--- src/rtl/mem_port_arbiter.sv ---
// rtl/mem_port_arbiter.sv - round-robin fetch/data arbiter sharing one fixed-latency single-port memory
module mem_port_arbiter #(
    parameter int ADDR_W  = 32,
    parameter int DATA_W  = 32,
    parameter int MEM_LAT = 2
) (
    input  logic              clk,
    input  logic              rst,
    input  logic              if_req,
    input  logic [ADDR_W-1:0] if_addr,
    output logic              if_gnt,
    output logic              if_rvalid,
    output logic [DATA_W-1:0] if_rdata,
    input  logic              d_req,
    input  logic              d_wr,
    input  logic [ADDR_W-1:0] d_addr,
    input  logic [DATA_W-1:0] d_wdata,
    output logic              d_gnt,
    output logic              d_rvalid,
    output logic [DATA_W-1:0] d_rdata,
    output logic              mem_en,
    output logic              mem_wr,
    output logic [ADDR_W-1:0] mem_addr,
    output logic [DATA_W-1:0] mem_wdata,
    input  logic [DATA_W-1:0] mem_rdata,
    output logic              busy
);
    localparam int               CNT_W     = (MEM_LAT > 1) ? $clog2(MEM_LAT) : 1;
    localparam logic [CNT_W-1:0] CNT_LOAD  = CNT_W'(MEM_LAT - 1);
    localparam logic             OWN_FETCH = 1'b0;
    localparam logic             OWN_DATA  = 1'b1;

    generate
        if (MEM_LAT < 1) begin : g_bad_mem_lat
            $error("mem_port_arbiter: MEM_LAT must be at least 1");
        end
    endgenerate

    typedef enum logic [1:0] {
        S_IDLE = 2'd0,
        S_WAIT = 2'd1,
        S_RESP = 2'd2
    } state_t;

    state_t            state_q;
    logic [CNT_W-1:0]  cnt_q;
    logic              owner_q;
    logic              last_owner_q;
    logic              busy_q;
    logic              mem_en_q;
    logic              mem_wr_q;
    logic [ADDR_W-1:0] mem_addr_q;
    logic [DATA_W-1:0] mem_wdata_q;
    logic              if_gnt_q;
    logic              d_gnt_q;
    logic              if_rvalid_q;
    logic              d_rvalid_q;
    logic [DATA_W-1:0] if_rdata_q;
    logic [DATA_W-1:0] d_rdata_q;
    logic              grant_data_d;

    // On a tie the requester that did not own the previous access wins.
    always_comb begin
        grant_data_d = d_req && (!if_req || (last_owner_q == OWN_FETCH));
    end

    always_ff @(posedge clk or negedge rst) begin
        if (!rst) begin
            state_q      <= S_IDLE;
            cnt_q        <= '0;
            owner_q      <= OWN_FETCH;
            last_owner_q <= OWN_FETCH;
            busy_q       <= 1'b0;
            mem_en_q     <= 1'b0;
            mem_wr_q     <= 1'b0;
            mem_addr_q   <= '0;
            mem_wdata_q  <= '0;
            if_gnt_q     <= 1'b0;
            d_gnt_q      <= 1'b0;
            if_rvalid_q  <= 1'b0;
            d_rvalid_q   <= 1'b0;
            if_rdata_q   <= '0;
            d_rdata_q    <= '0;
        end else begin
            mem_en_q    <= 1'b0;
            if_gnt_q    <= 1'b0;
            d_gnt_q     <= 1'b0;
            if_rvalid_q <= 1'b0;
            d_rvalid_q  <= 1'b0;
            case (state_q)
                S_IDLE: begin
                    if (if_req || d_req) begin
                        state_q      <= S_WAIT;
                        busy_q       <= 1'b1;
                        cnt_q        <= CNT_LOAD;
                        mem_en_q     <= 1'b1;
                        mem_wr_q     <= grant_data_d && d_wr;
                        mem_addr_q   <= grant_data_d ? d_addr : if_addr;
                        mem_wdata_q  <= grant_data_d ? d_wdata : '0;
                        d_gnt_q      <= grant_data_d;
                        if_gnt_q     <= !grant_data_d;
                        owner_q      <= grant_data_d ? OWN_DATA : OWN_FETCH;
                        last_owner_q <= grant_data_d ? OWN_DATA : OWN_FETCH;
                    end
                end
                S_WAIT: begin
                    if (cnt_q == '0) begin
                        state_q <= S_RESP;
                    end else begin
                        cnt_q <= cnt_q - CNT_W'(1);
                    end
                end
                S_RESP: begin
                    // mem_rdata is valid during RESP; it lands in rdata with the
                    // rvalid pulse, and the following IDLE cycle takes the next grant.
                    state_q <= S_IDLE;
                    busy_q  <= 1'b0;
                    if (owner_q == OWN_DATA) begin
                        d_rvalid_q <= 1'b1;
                        if (!mem_wr_q) begin
                            d_rdata_q <= mem_rdata;
                        end
                    end else begin
                        if_rvalid_q <= 1'b1;
                        if_rdata_q  <= mem_rdata;
                    end
                end
                default: begin
                    state_q <= S_IDLE;
                    busy_q  <= 1'b0;
                end
            endcase
        end
    end

    assign if_gnt    = if_gnt_q;
    assign if_rvalid = if_rvalid_q;
    assign if_rdata  = if_rdata_q;
    assign d_gnt     = d_gnt_q;
    assign d_rvalid  = d_rvalid_q;
    assign d_rdata   = d_rdata_q;
    assign mem_en    = mem_en_q;
    assign mem_wr    = mem_wr_q;
    assign mem_addr  = mem_addr_q;
    assign mem_wdata = mem_wdata_q;
    assign busy      = busy_q;
endmodule

--- config.mk ---
export PLATFORM = sky130hd
export DESIGN_NAME = mem_port_arbiter
export DESIGN_NICKNAME = d
export VERILOG_FILES = /design/src/rtl/mem_port_arbiter.sv
export SDC_FILE = /design/constraint.sdc
export NUM_CORES = 1
export LEC_CHECK = 0
export ABC_CLOCK_PERIOD_IN_PS = 3700
export CAP_MARGIN = 20
export CORE_MARGIN = 2
export CORE_UTILIZATION = 30
export DETAILED_ROUTE_END_ITERATION = 8
export GPL_ROUTABILITY_DRIVEN = 0
export PLACE_DENSITY_LB_ADDON = 0.12
export SKIP_CTS_REPAIR_TIMING = 1
export SLEW_MARGIN = 0
export SYNTH_ARGS = -nofsm -noshare
export SYNTH_HDL_FRONTEND = slang
export SYNTH_SLANG_ARGS = --single-unit
--- constraint.sdc ---
create_clock -name clk -period 3.7 [get_ports clk]
set_clock_uncertainty 0.15 [all_clocks]
set_input_delay 0.555 -clock clk [delete_from_list [all_inputs] [get_ports clk]]
set_output_delay 0.555 -clock clk [all_outputs]
set_load 0.02 [all_outputs]
Word-level counts from Yosys, hierarchy flattened
Cells that the tools add are included.
- register bits: 139
- input bits: 133
- add/sub/neg operators: 1
- equal/unequal tests: 4
- multiplexer cells: 20
- bitwise gates (word level): 3
- reductions and logical operators: 14
- operator list (operator ; number):
    32-bit two-way mux ; 2
    1-bit two-way mux ; 13
    2-bit AND reduction ; 5
    2-bit two-way mux ; 2
    2-bit inequality test, second input constant ; 2
    1-bit case mux with 2 select lines ; 2
    2-bit case mux with 2 select lines ; 1
    1-bit inverter ; 3
    3-bit AND reduction ; 1
    2-bit by 1-bit == test with 1-bit output, second input constant ; 1
    2-bit == test, second input constant ; 1
    1-bit logical AND ; 2
    1-bit logical NOT ; 2
    2-bit logical NOT ; 1
    1-bit logical OR ; 2
    2-bit nonzero test ; 1
    1-bit subtractor, second input constant ; 1

Depth between registers and ports, before layout
- word-level depth: 6
- mapped depth: 5
- gate-level depth less buffers: 3

Worst setup path before layout
Ideal clock, no wire load.
- path kind: input-to-reg
- start: input port d_req
- end: register mem_wr_q (netlist: mem_wr)
- data arrival time: 1.429 ns
- path slack: 2.055 ns
- stages on the path: 5
- path buffers: 2
- cells stage by stage: a21boi_1 -> and2_1 -> buf_2 -> buf_2 -> a22o_1
- word-level cells in the longest chain between the ends: 2
- elaborated cells on any way between the ends: 4
- ends and longest elaborated chain (what ; line ; source):
    from (decl) ; 14 ; input logic d_req,
    1-bit logical OR or 1-bit logical AND (tied branches) ; 92, 64 ;
    2-bit AND reduction (no line) or 1-bit logical AND (tied branches) ; n/a ;
    to (signal assigned) ; 97 ; mem_wr_q <= grant_data_d && d_wr;
    to (decl) ; 51 ; logic mem_wr_q;
Several ways; a longest one is shown, not always the timed one.
A chain may end at the register's enable or synchronous reset.

==> impl_summary.md <==
Placement
During placement, the flow inserted port buffers numbering 267. The total half-perimeter wirelength after legalization and detailed placement is 10,500 um.

Floorplan
The number of rows in the core area is 49. The die extent in y is 138 um. The area of the die is 19,100 um2.

The initial core utilization is 30.3%. Pin placement for this block handled 268 I/O pins. The area of the core region is 17,800 um2. The width of the chip is approximately 140 um.

Global route
The largest net degree at the start of global routing is 112. The remaining global-route overflow is 0. The first global-routing pass estimated 24,100 um of wire. In the global route stage, overall resource usage came out at ~16%.

The number of global-route vias before repair is 4,222. The initial antenna violation count is 0.

Worst hold path
The classification of the worst-slack hold path is reg2reg. The path with the worst hold slack has its endpoint at state_q[1]. The cell count of the worst hold path is 1.

The worst hold path begins at cnt_q.

Route
In this run, the number of DRC markers left after iteration 0 of detailed routing was 162. The via count normalized by instance count is 4.63. After detailed routing, the average wire length per cell comes to about 18 um. The detailed-route wire length is 15,000 um. Before antenna repair, the detailed router went through 6 iterations. Across all layers, the routed design uses 3,977 vias. Once detail routing completed, the nets flagged for antenna violations numbered 0. For this run, design rule violations remaining after detail routing come to 0.

Finish
The share of the core filled with cells in the final layout is 50.2%. Compared with the post-synthesis result, the final layout area differs by 65.4%. The number of antenna diodes is 0. The layout cell share with drive strength beyond 1 is 17.8%. At the end of the flow, the number of nets in the layout was 751.

Yosys
The sequential-to-total area share from yosys stat is 64.5%. The synthesized flop and latch total is ~140. Synthesis produced a netlist with a net count of 480. The yosys synthesis warning count is 0. Synthesis produced 347 cells. In the synthesized netlist the dominant register cell turns out to be dfrtp_1. Counting flops with an async set or reset pin after synthesis yields a share of 100%. The number of flops mapped to enable cells by yosys is 0. The post-synthesis area per instance is between 15 and 20 um2. The number of distinct standard cells referenced by the synthesized netlist is 23. The combined area of all synthesized cells is 5390 um2.

Timing
In this run the tightest slew margin relative to its limit is between 50% and 60%. The number of pins exceeding their max-slew limit in the final report is 0. Counting I/O delays and the setup requirement, the final critical path takes 2.25 ns.

After routing, the total negative slack on setup checks comes to 0 ns. The setup-violating endpoint count in the final report is 0. Of the available clock period, the critical path in the final layout requires about three fifths. The transition time at the pin with the least slew margin is 0.613 ns.

Timing would allow up to between 400 and 500 MHz. The number of hold violations in the final report was 0. Setup repair after global routing left no endpoint under its margin.

Clock tree
The deepest level of the CTS H-tree is 4. The source-to-sink clock delay at the later pin of the worst-skew pair is between 0.4 and 0.5 ns. Clock-pin slew was measured on the worst setup and hold paths at 0.06 ns. The tree built by TritonCTS fans out to between 100 and 150 sinks. The clock root buffer is clkbuf_16.

The clock passes through at most 2 buffers. The number of buffers added by the clock tree synthesis step is 17. The CTS tree is yes.

Setup path
Data on the critical path is required at its endpoint by roughly 3.8 ns. The worst reg2reg path endpoint is d_rdata[3]. The startpoint identified for the worst register-to-register timing path is last_owner_q. Of all nets on the critical path, the largest fanout is 14.

The signal arrival time at the worst endpoint is 2.39 ns. The type of destination of the critical path is a flop. The worst setup path is of the reg2reg kind. The length in cells of the worst reg-to-reg path is 4. In this run the register-to-register setup slack is 1.45 ns. STA classifies the critical path startpoint as a flop.

Status
The flow ran to the end, and the final reports show no timing, DRC or antenna violations.

Power and ir drop
The switching share of total power is between 30% and 40%. The worst-case IR drop observed on VDD is 0.420 mV. The combinational share of power is 48.2%. Cell internal power was estimated by the tool at 0.00543 W. The share of total power in the clock network is 19.6%. Sequential cells account for 32.3% of the total power. The static leakage power is 3.89 nW. The net switching power of the design is 0.00298 W. The power per unit of standard cell area is approximately 940 nW/um2.

Flow run
The max capacitance violation total is 0.
cells by family (layout without fill, tap and decap cells):
| group | Yosys count | in the layout | synth area share (%) |
|---|---|---|---|
| DFF | 139 | 139 | 64.5 |
| AOI/OAI and AO/OA | 70 | 70 | 11.9 |
| muxes | 64 | 64 | 15.5 |
| and+or+nand+nor | 43 | 43 | 5.01 |
| buffers and inverters | 31 | 314 | 3.16 |
worst max path at each step:
stage / cells after the start / to / start
floorplan: 5 / mem_wr / d_req
global placement: 6 / mem_wdata[3] / d_req
detailed placement: 6 / mem_wdata[24] / d_req
CTS: 4 / d_rdata[31] / last_owner_q
global route: 4 / d_rdata[31] / last_owner_q
finish: 4 / d_rdata[3] / last_owner_q
area by class of cell:
cell class | count | area, um2
multi-input cells | 177 | 1770
clock inverters | 13 | 146
well taps | 229 | 287
inverters | 3 | 11.3
clock buffers | 18 | 429
fillers | 1535 | 8860
repair buffers | 280 | 2790
flip-flops and latches | 139 | 3480
routing by layer:
| layer | wire length, um | GRT usage [%] | part of all wire, % |
|---|---|---|---|
| met1 | 6450 | 20.3 | 43 |
| met2 | 7190 | 25.3 | 48 |
| met3 | 1210 | 6.86 | 8.1 |
| met4 | 192 | 5.10 | 1.3 |
| met5 | 0 | 0 | 0 |
placed cells by master (no fill, tap or decap), types with 2 or more instances in the layout:
master           Yosys  layout
clkdlybuf4s50_1      0     266
dfrtp_1            139     139
mux2_2              34      34
and3_1              33      33
a22o_1              33      33
a221o_1             32      32
mux2_4              30      30
clkbuf_16            0      17
buf_4                2      11
clkinvlp_4           0       5
inv_1                3       3
clkinv_4             0       3
nand2b_1             2       2
o21ai_0              2       2
nand2_1              2       2
inv_6                0       2
bufinv_16            0       2
cell usage after synthesis, types with 2 or more instances:
cell type	count	area, um2
inv_1	3	11.3
buf_6	4	45.0
dfrtp_1	139	3480
mux2_2	34	383
buf_4	2	15.0
mux2_4	30	450
and3_1	33	206
o21ai_0	2	10.0
a22o_1	33	289
a221o_1	32	320
buf_2	13	65.1
nand2_1	2	7.51
clkbuf_1	9	33.8
nand2b_1	2	12.5
worst max-delay path, cell delays in order, from the launching register on:
cell and delay, ns:
dfrtp_1 0.51, and3b_1 0.23, nor2b_4 0.54, buf_4 0.36, mux2_4 0.33
stage by stage:
| step | setup slack, ns | total power, W | area, um2 | hold WS, ns | std cells |
|---|---|---|---|---|---|
| 5_1_grt | 1.33 | 0.00887 | 8920 | 0.337 | 859 |
| 3_3_place_gp | 1.23 | 0.00677 | 8300 | 0.281 | 826 |
| 2_1_floorplan | 2.05 | 0.00482 | 5390 | 0.109 | 347 |
| 4_1_cts | 1.41 | 0.00853 | 8880 | 0.180 | 857 |
| 6_report | 1.45 | 0.00840 | 8920 | 0.304 | 859 |
| 3_5_place_dp | 1.19 | 0.00682 | 8300 | 0.298 | 826 |
power groups by stage:
| stage | logic (W) | registers [W] | clock network [W] |
|---|---|---|---|
| 2_1_floorplan | 0.00128 | 0.00355 | 0 |
| 3_3_place_gp | 0.00405 | 0.00272 | 0 |
| 3_5_place_dp | 0.00411 | 0.00271 | 0 |
| 4_1_cts | 0.00410 | 0.00272 | 0.00170 |
| 5_1_grt | 0.00428 | 0.00282 | 0.00178 |
| 6_report | 0.00405 | 0.00271 | 0.00164 |
sequential cells by signal, indices dropped and copies added (netlist names):
name,count
mem_wdata,32
state_q,2
if_rdata,32
last_owner_q,1
cnt_q,1
d_rdata,32
busy,1
d_rvalid,1
mem_wr,1
mem_en,1
d_gnt,1
mem_addr,32
if_gnt,1
if_rvalid,1
No activity file was read; power rests on OpenSTA's default activity.
